==> config.mk <==
export PLATFORM = sky130hd
export DESIGN_NAME = opt_resp_capture
export DESIGN_NICKNAME = d
export VERILOG_FILES = /design/src/rtl/opt_resp_pkg.sv /design/src/rtl/opt_resp_lfsr16.sv /design/src/rtl/opt_resp_capture.sv
export SDC_FILE = /design/constraint.sdc
export NUM_CORES = 1
export LEC_CHECK = 0
export ABC_AREA = 1
export BUFFER_PORTS_ARGS = -buffer_cell sky130_fd_sc_hd__buf_4
export CORE_MARGIN = 10
export CORE_UTILIZATION = 50
export CTS_CLUSTER_DIAMETER = 120
export DETAILED_ROUTE_END_ITERATION = 8
export MAX_ROUTING_LAYER = met4
export PLACE_DENSITY = 0.81
export SYNTH_ARGS = -nofsm -noshare
export SYNTH_HDL_FRONTEND = slang
export SYNTH_SLANG_ARGS = --single-unit
==> constraint.sdc <==
create_clock -name clk -period 1.84 [get_ports clk]
set_input_delay 0.368 -clock clk [delete_from_list [all_inputs] [get_ports clk]]
set_output_delay 0.368 -clock clk [all_outputs]
set_load 0.02 [all_outputs]
==> src/rtl/opt_resp_pkg.sv <==
// Shared definitions for the opt_resp capture stage: FSM encoding,
// signature LFSR taps and the default signature seed.
package opt_resp_pkg;

    typedef enum logic [1:0] {
        IDLE = 2'd0,
        RUN  = 2'd1,
        DONE = 2'd2
    } state_t;

    // Feedback taps of the signature register: bits 15, 13, 12 and 10.
    localparam logic [15:0] SIG_TAPS     = 16'hB400;
    localparam logic [15:0] DEFAULT_SEED = 16'hFFFF;

endpackage

==> src/rtl/opt_resp_lfsr16.sv <==
// 16-bit serial-input LFSR used to compact the sampled response stream
// into a signature; load takes priority over shifting.
module opt_resp_lfsr16
    import opt_resp_pkg::*;
(
    input  logic        clk,
    input  logic        reset_n,
    input  logic        load,
    input  logic [15:0] seed,
    input  logic        en,
    input  logic        din,
    output logic [15:0] q
);

    logic w_fb;

    assign w_fb = (^(q & SIG_TAPS)) ^ din;

    always_ff @(posedge clk or negedge reset_n) begin
        if (!reset_n) begin
            q <= '0;
        end else if (load) begin
            q <= seed;
        end else if (en) begin
            q <= {q[14:0], w_fb};
        end
    end

endmodule

==> src/rtl/opt_resp_capture.sv <==
// Response-capture stage: counts ones and toggles of y_in over WIN samples and
// compacts them into an LFSR signature. Define OPT_RESP_SYNC_EN to add a 2-flop input synchronizer.
module opt_resp_capture
    import opt_resp_pkg::*;
#(
    parameter int unsigned WIN   = 16,
    parameter int unsigned CNT_W = 8,
    parameter logic [15:0] SEED  = DEFAULT_SEED
) (
    input  logic             clk,
    input  logic             reset_n,
    input  logic             start,
    input  logic             y_in,
    output logic             busy,
    output logic             res_valid,
    input  logic             res_ready,
    output logic [CNT_W-1:0] ones_cnt,
    output logic [CNT_W-1:0] toggle_cnt,
    output logic [15:0]      signature
);

    localparam int unsigned           SCNT_W = (WIN > 2) ? $clog2(WIN) : 1;
    localparam logic [SCNT_W-1:0]     LAST   = SCNT_W'(WIN - 1);

    if ((64'd1 << CNT_W) <= 64'(WIN)) begin : g_cntWidthCheck
        $error("opt_resp_capture: CNT_W too small, 2**CNT_W must exceed WIN");
    end

    state_t            r_state;
    logic [SCNT_W-1:0] r_sampleCnt;
    logic              r_prev;
    logic              w_sample;
    logic              w_load;
    logic              w_en;

`ifdef OPT_RESP_SYNC_EN
    logic r_sync1;
    logic r_sync2;

    always_ff @(posedge clk or negedge reset_n) begin
        if (!reset_n) begin
            r_sync1 <= 1'b0;
            r_sync2 <= 1'b0;
        end else begin
            r_sync1 <= y_in;
            r_sync2 <= r_sync1;
        end
    end

    assign w_sample = r_sync2;
`else
    assign w_sample = y_in;
`endif

    assign w_load = (r_state == IDLE) && start;
    assign w_en   = (r_state == RUN);

    opt_resp_lfsr16 u_sigLfsr (
        .clk     (clk),
        .reset_n (reset_n),
        .load    (w_load),
        .seed    (SEED),
        .en      (w_en),
        .din     (w_sample),
        .q       (signature)
    );

    // The first sample of a window only primes r_prev; toggles count from the second on.
    always_ff @(posedge clk or negedge reset_n) begin
        if (!reset_n) begin
            r_state     <= IDLE;
            busy        <= 1'b0;
            res_valid   <= 1'b0;
            ones_cnt    <= '0;
            toggle_cnt  <= '0;
            r_sampleCnt <= '0;
            r_prev      <= 1'b0;
        end else begin
            case (r_state)
                IDLE: begin
                    if (start) begin
                        r_state     <= RUN;
                        busy        <= 1'b1;
                        ones_cnt    <= '0;
                        toggle_cnt  <= '0;
                        r_sampleCnt <= '0;
                    end
                end
                RUN: begin
                    ones_cnt <= ones_cnt + CNT_W'(w_sample);
                    if (r_sampleCnt != '0) begin
                        toggle_cnt <= toggle_cnt + CNT_W'(w_sample ^ r_prev);
                    end
                    r_prev <= w_sample;
                    if (r_sampleCnt == LAST) begin
                        r_state   <= DONE;
                        res_valid <= 1'b1;
                    end else begin
                        r_sampleCnt <= r_sampleCnt + SCNT_W'(1);
                    end
                end
                DONE: begin
                    if (res_ready) begin
                        r_state   <= IDLE;
                        res_valid <= 1'b0;
                        busy      <= 1'b0;
                    end
                end
                default: begin
                    r_state   <= IDLE;
                    busy      <= 1'b0;
                    res_valid <= 1'b0;
                end
            endcase
        end
    end

endmodule

[Word-level counts from Yosys, hierarchy flattened]
Index checks and enable logic that the tools add are counted.
Word-level totals
  bits in registers: 41
  input bits: 5
  logic and storage cells: 53
  output and inout bits: 34
Cells by class
  eq/ne operators: 8
  muxes and demuxes: 18
  reductions and logical operators: 12
  bitwise operators: 4
  add/sub/neg operators: 3
Operator list (number)
  16-bit two-way mux: 2
  8-bit case mux with 2 select lines: 2
  8-bit by 1-bit adder with 8-bit output: 2
  8-bit two-way mux: 2
  16-bit parity: 1
  3-bit AND reduction: 5
  2-bit != test, second input constant: 5
  4-bit two-way mux: 2
  4-bit case mux with 2 select lines: 1
  2-bit two-way mux: 3
  1-bit case mux with 3 select lines: 2
  2-bit case mux with 3 select lines: 1
  4-bit by 1-bit adder with 4-bit output, second input constant: 1
  4-bit == test, second input constant: 1
  2-bit nonzero test: 2
  4-bit nonzero test: 1
  1-bit two-way mux: 3
  2-bit by 1-bit == test with 1-bit output, second input constant: 1
  2-bit == test, second input constant: 1
  2-bit zero test: 1
  1-bit inverter: 2
  2-bit AND reduction: 1
  1-bit bitwise XOR: 2
  1-bit logical AND: 1

[Longest topological paths before layout]
Gate-level depths: netlist of the first run.
  word-level depth: 4
  mapped depth: 8

[Modules after synthesis]
Synthesis of the first run repeated with hierarchy kept, for this count alone.
Unflattened totals
  cells, all modules: 272
  area, all modules: 2280.9 sq um
Modules (own cells, without submodules)
  opt_resp_capture: seq. area each 625.6 sq um, area an instance 1395.1 sq um, cells each 171, times used 1
  opt_resp_lfsr16: seq. area each 400.4 sq um, area an instance 885.8 sq um, cells each 101, times used 1

[Least setup slack after synthesis of the first run]
Ideal clock, no wire load.
  path type: input-to-reg
  start point: input port y_in
  end point: register toggle_cnt[4]
  data arrival time: 1.287 ns
  stages: 8
  required time: 1.723 ns
  library setup time: 0.117 ns
  setup slack: 0.437 ns
  cell sequence: xor2_1 ha_1 ha_1 nand3_1 xor2_1 nor2_1 nand2_1 nand2_1
On the way
  cells in the longest elaborated chain, start to end: 4
Ends and longest elaborated chain
  start: declaration: line opt_resp_capture.sv:13  | input logic y_in,
  1-bit bitwise XOR: line opt_resp_capture.sv:92  | toggle_cnt <= toggle_cnt + CNT_W'(w_sample ^ r_prev);
  8-bit by 1-bit adder with 8-bit output: line opt_resp_capture.sv:92
  8-bit two-way mux: line opt_resp_capture.sv:91  | if (r_sampleCnt != '0) begin
  8-bit case mux with 2 select lines: line opt_resp_capture.sv:79  | case (r_state)
  end signal: assignment: line opt_resp_capture.sv:92
  end: declaration: line opt_resp_capture.sv:18  | output logic [CNT_W-1:0] toggle_cnt,
No other way between the ends. The select of a mux whose other input is x is not followed.
A chain may end at the register's enable or synchronous reset.

[Final worst setup path of the first run]
  start point: register r_prev
  end point: register toggle_cnt[4]
On the way
  cells in the longest elaborated chain, start to end: 4
Ends and longest elaborated chain
  start: declaration: line opt_resp_capture.sv:31  | logic r_prev;
  start signal: assignment: line opt_resp_capture.sv:94  | r_prev <= w_sample;
  1-bit bitwise XOR: line opt_resp_capture.sv:92
  8-bit by 1-bit adder with 8-bit output: line opt_resp_capture.sv:92
  8-bit two-way mux: line opt_resp_capture.sv:91
  8-bit case mux with 2 select lines: line opt_resp_capture.sv:79
No other way between the ends. The select of a mux whose other input is x is not followed.

==> results of run 1 <==
[per-layer routing]
metal / vias to the layer above / global-route usage, % / part of all wire [%]
met5: - / - / 0
met1: 853 / 15.2 / 47
met4: 0 / 4.64 / 1.3
met3: 6 / 4.73 / 5.7
met2: 37 / 20.7 / 46
li1: 894 / - / -
[worst register-to-register path, delay by kind of cell (launching register included)]
family	cells	cell delay, ns
flip-flops	1	0.40
adder cells (fa/ha/maj)	2	0.42
AND/OR/NAND/NOR	4	0.27
XOR/XNOR	2	0.31
[layout by cell type (no fill, tap or decap), types with 6 or more instances in the layout]
cell type / netlist / layout
buf_4: 2 / 41
clkbuf_8: 0 / 6
dfrtp_1: 41 / 41
ha_1: 6 / 6
inv_1: 24 / 24
nand2_1: 80 / 80
nand3_1: 27 / 27
nand4_1: 8 / 8
nor2_1: 16 / 16
o211ai_1: 8 / 8
o21ai_0: 10 / 10
[state kept, by name, summed over array words and instances, names as in the netlist]
register,count
busy,1
ones_cnt,8
r_prev,1
r_sampleCnt,4
r_state,2
res_valid,1
toggle_cnt,8
u_sigLfsr.q,16
[logic make-up (layout without fill, tap and decap cells)]
logic type	Yosys count	after routing	synth area share (%)
AO/OA/AOI/OAI	27	27	7.81
AND/OR/NAND/NOR	139	139	29.9
buffers and inverters	36	76	8.64
XOR/XNOR	3	3	1.25
flip-flops	41	41	48.9
adder cells (fa/ha/maj)	6	6	3.58
[final timing paths]
kind                       slack [ns]              end  cells after the start       start
setup / recovery                 0.33    toggle_cnt[4]                      8      r_prev
hold / removal                   0.04       r_state[1]                      1     reset_n
setup reg to reg                 0.33    toggle_cnt[4]                      8      r_prev
hold reg to reg                  0.50       r_state[1]                      1  r_state[0]
max in group asynchronous        1.44  u_sigLfsr.q[13]                      1     reset_n
min in group clk                 0.24       r_state[1]                      2   res_ready
[metrics by stage]
step | setup WS [ns] | cell area, um2 | utilization [%] | hold WS (ns) | power, uW
after floorplan | 0.437 | 2100 | - | 0.0724 | 2900
after global placement | 0.254 | 2390 | 59.4 | 0.383 | 3460
after detailed placement | 0.210 | 2390 | 59.4 | 0.382 | 3520
after CTS | 0.315 | 2480 | 61.6 | 0.0595 | 4120
after global routing | 0.203 | 2480 | 61.6 | 0.0842 | 4400
final | 0.335 | 2480 | 61.6 | 0.0408 | 4070
[power by group through the flow]
stage	clock network, uW	logic, uW	registers (uW)
final	594	2000	1480
after global routing	643	2240	1520
after CTS	608	2030	1480
after detailed placement	0	2040	1480
after global placement	0	1970	1480
after floorplan	0	1170	1730
[cell type report]
cell class | count | share of cell area [%]
repair buffers | 41 | 12.4
clock buffers | 7 | 3.48
flip-flops and latches | 41 | 41.4
multi-input cells | 175 | 36.0
well taps | 50 | 2.52
inverters | 28 | 4.24
==> flow_metrics.tcl, run 1 <==
set metrics [dict create \
    path_delay_family "adder cells" \
    drtAntennaViolNets 0 \
    arrival_ns 1.70 \
    post-route-min-period_ns 1.51 \
    fin_tns_setup_ns 0 \
    synth_ff_type "dfrtp_1" \
    synth_enable_flop_cells 0 \
    grt_pass1_wl_um 7750 \
    drv_slew 0 \
    cts_tree "built" \
    cts-root-buf "clkbuf_8" \
    hold_viol_final 0 \
    yosys_warnings 0 \
    ys_types 25 \
    multi_input_area_um2 892 \
    synth_area_leaders "dfrtp_1, nand2_1, nand3_1" \
    power.leakage_uw 0.00130 \
    ys_seq_elements 41 \
    grt_max_degree 42 \
    crit_path_end_kind "flip-flop" \
    worstSetupPathType "flip-flop to flip-flop" \
    register_area_um2 1030 \
    placementRows 23 \
    netSwitchingFraction_pct 45.0 \
    post_drt_wl_per_cell_um 13.3 \
    fill_cells 360 \
    rsz0062_at_grt "no" \
    synth.top_cell.area_share_pct 48.9 \
    yosys.area.top_type "dfrtp_1" \
    dp_cells 335 \
    netlist_instances 252 \
    min-delay-path-class "input pin to asynchronous set/reset pin" \
    io_pins 39 \
    avgViaCountPerCell 5.23 \
    fp.dieH_um 84.8 \
    drcViolationCount 0 \
    nets 303 \
    cap_violations 0 \
    seq_area_frac_synth_pct 48.9 \
    fmax_ghz 0.664 \
    slowest_delay_ns 0.40 \
    netlist_top_cells_count "nand2_1, dfrtp_1, nand3_1" \
    yosysMostFrequentCell "nand2_1" \
    htree_levels 2 \
    cts_setup_buffers 0 \
    numCtsBuffers 5 \
    powerDensity_nw_per_um2 1640 \
    outcome "finished clean" \
    path_clk_slew_ns 0.07 \
    p_sw_uw 1830 \
    syn-num-nets 263 \
    cp-start-kind "flip-flop" \
    power_frac_seq_pct 36.3 \
    io_buffers 38 \
    gp_congestion 0.836 \
    area_growth_pct 18.1 \
    maxSlewHeadroom_pct 66.0 \
    clock_latency_ns 0.29 \
    cts_resized 0 \
    final_cells 342 \
    dieArea_um2 7190 \
    intPower_uw 2240 \
    clkSinkCount 41 \
    pwr-share-clk_pct 14.6 \
    antenna_found_initial 0 \
    routed_wl_um 4540 \
    crit_path_top_delay_cell "dfrtp_1" \
    initial_utilization_pct 52.1 \
    dp_hpwl_um 3290 \
    syn_area_um2 2100 \
    tightestPinTransition_ns 0.510 \
    p_comb_share_pct 49.1 \
    setup_viol 0 \
    die_w_um 84.8 \
    clockBufferDepth 2 \
    crit_chain "xor2_1 -> ha_1 -> ha_1 -> nand3_1 -> xor2_1 -> nor2_1 -> nand2_1 -> nand2_1" \
    gr-usage-all-layers_pct 13.2 \
    antenna_cells 0 \
    synth-async-reset-ratio_pct 100 \
    peakVddDrop_uv 1220 \
    grt_pass1_vias 1736 \
    ctsHoldBuffers 0 \
    period_share_pct 81.8 \
    core_um2 4030 \
    overflow 0 \
    crit_buf_inv 0 \
    drtIter0Drc 99 \
    vias 1790 \
    worstPathMaxFanout 5 \
    layout-drive-gt1-share_pct 19.5 \
    fin_skew_ns 0.00149 \
    first_pass_iters 4 \
    required_ns 2.03 \
    synth.avg_cell_area_um2 8.33 \
]
(Power assumes the default switching activity.)
==> run 2: changes to the inputs <==
Clock period 1.84 ns to 1.4 ns, I/O delays scaled along.
==> run 2 against run 1 <==
  * The run now ends with negative setup slack left
  * Count of clock-buffer cells in the layout stayed put
  * Highest routed layer unchanged
  * Critical endpoint is now toggle_cnt[3]
  * Register-to-register slack worse by 0.40 ns
  * First-iteration DRC count is 21% higher
  * Via count is 1.8% higher
  * Sequential power is 32% higher
  * Sequential share of layout area is 1.9 points lower
  * Cell count is 1.8% higher
  * Die area stayed put
  * Non-clock buffer count is 6 higher
  * Clock power is 30% higher
  * Critical path depth is 1 lower
==> flow_metrics.tcl, run 2 (synthesized netlist as in run 1, its figures left out) <==
set metrics [dict create \
    min-delay-path-class "input pin to flip-flop" \
    area_growth_pct 23.7 \
    pwr-share-clk_pct 13.9 \
    path_delay_family "simple AND/OR/NAND/NOR gates" \
    hold_viol_final 0 \
    grt_pass1_wl_um 7940 \
    rsz0062_at_grt "yes" \
    fin_skew_ns 0.00505 \
    powerDensity_nw_per_um2 2140 \
    drtIter0Drc 120 \
    required_ns 1.59 \
    nets 309 \
    routed_wl_um 4800 \
    layout_common_cells "nand2_1, buf_4, dfrtp_1, nand3_1, inv_1" \
    post-route-min-period_ns 1.46 \
    reg_top3 "u_sigLfsr.q (16), ones_cnt (8), toggle_cnt (8)" \
    clockBufferDepth 2 \
    netSwitchingFraction_pct 44.6 \
    setup_ws_ns -0.0640 \
    placementRows 23 \
    maxSlewHeadroom_pct 65.8 \
    clkSinkCount 41 \
    first_pass_iters 5 \
    hold_slack_ns 0.152 \
    antenna_cells 0 \
    largest_register_ffs 16 \
    outcome "complete, but fails checks" \
    die_w_um 84.8 \
    core_um2 4030 \
    grt_max_degree 42 \
    tightestPinTransition_ns 0.514 \
    fin_tns_setup_ns -0.157 \
    timing.rr.start "r_prev" \
    layout-drive-gt1-share_pct 23.5 \
    slowest_delay_ns 0.40 \
    rrSetupSlack_ns -0.06 \
    grt_pass1_vias 1767 \
    crit-reg2reg-capture "toggle_cnt[3]" \
    overflow 0 \
    r2r_cells 7 \
    min_from "res_ready" \
    dieArea_um2 7190 \
    p_comb_share_pct 51.0 \
    violations "negative setup slack" \
    intPower_uw 3080 \
    initial_utilization_pct 52.1 \
    crit_chain "xor2_1 -> ha_2 -> inv_1 -> nor2_4 -> or2_2 -> nand4_1 -> nand2_1" \
    worstPathMaxFanout 4 \
    arrival_ns 1.66 \
    drv_slew 0 \
    crit_path_top_delay_cell "dfrtp_1" \
    fmax_ghz 0.683 \
    power.leakage_uw 0.00133 \
    min_to "r_state[1]" \
    cts_tree "built" \
    clock_latency_ns 0.29 \
    p_total_uw 5560 \
    period_share_pct 105 \
    drtAntennaViolNets 0 \
    cts-root-buf "clkbuf_8" \
    cp-start-kind "flip-flop" \
    crit_path_end_kind "flip-flop" \
    setup_viol 4 \
    dp_hpwl_um 3370 \
    vias 1822 \
    fp.dieH_um 84.8 \
    io_pins 39 \
    avgViaCountPerCell 5.24 \
    crit_buf_inv 1 \
    htree_levels 2 \
    gr-usage-all-layers_pct 13.5 \
    power_frac_seq_pct 35.1 \
    peakVddDrop_uv 1320 \
    numCtsBuffers 5 \
    antenna_found_initial 0 \
    regMostFlops "u_sigLfsr.q" \
    drcViolationCount 0 \
    whs_path_depth 2 \
    io_buffers 38 \
    worstSetupPathType "flip-flop to flip-flop" \
    layout_commonest_cell "nand2_1" \
    path_clk_slew_ns 0.07 \
    p_sw_uw 2480 \
    post_drt_wl_per_cell_um 13.8 \
    gp_congestion 0.794 \
    cap_violations 0 \
]
run 2: routing by layer:
metal	GRT usage (%)	vias to the layer above	share of wire [%]
li1	-	905	-
met1	15.3	862	43
met2	21.6	46	48
met3	4.73	9	7.0
met4	4.49	0	1.6
met5	-	-	0
run 2: stage by stage:
step                      setup slack [ns]  utilization [%]  cell area (um2)  cells
after floorplan                    0.00435                -             2100    252
after global placement             -0.0426             60.1             2420    337
after detailed placement           -0.0836             60.1             2420    337
after CTS                          -0.0290             62.6             2520    345
after global routing                -0.170             64.4             2600    348
final                              -0.0640             64.4             2600    348
run 2: final cells by class:
| type | instances | area (um2) |
|---|---|---|
| fillers | 347 | 1430 |
| clock buffers | 7 | 86.3 |
| inverters | 28 | 108 |
| repair buffers | 47 | 372 |
| well taps | 50 | 62.6 |
| multi-input cells | 175 | 942 |
| flip-flops and latches | 41 | 1030 |
run 2: power groups by stage:
stage | Combinational [uW] | Clock (uW) | Sequential [uW]
after floorplan | 1540 | 0 | 2280
after global placement | 2670 | 0 | 1950
final | 2830 | 774 | 1950
after detailed placement | 2750 | 0 | 1950
after CTS | 2750 | 805 | 1940
after global routing | 3140 | 847 | 2010
run 2: worst max path at each step:
stage | startpoint | to | cells after the start
finish | r_prev | toggle_cnt[3] | 7
global route | r_prev | toggle_cnt[4] | 8
CTS | r_prev | toggle_cnt[4] | 8
detailed placement | y_in | toggle_cnt[4] | 9
global placement | y_in | toggle_cnt[4] | 9
floorplan | r_prev | toggle_cnt[4] | 8
run 2: what timing repair did:
item,4_1_cts,5_1_grt
resized for setup,2,12
buffers inserted,0,3
hold buffers,1,0
endpoints found under the hold margin,41,0
setup endpoints to repair,4,10
pin swaps,0,8
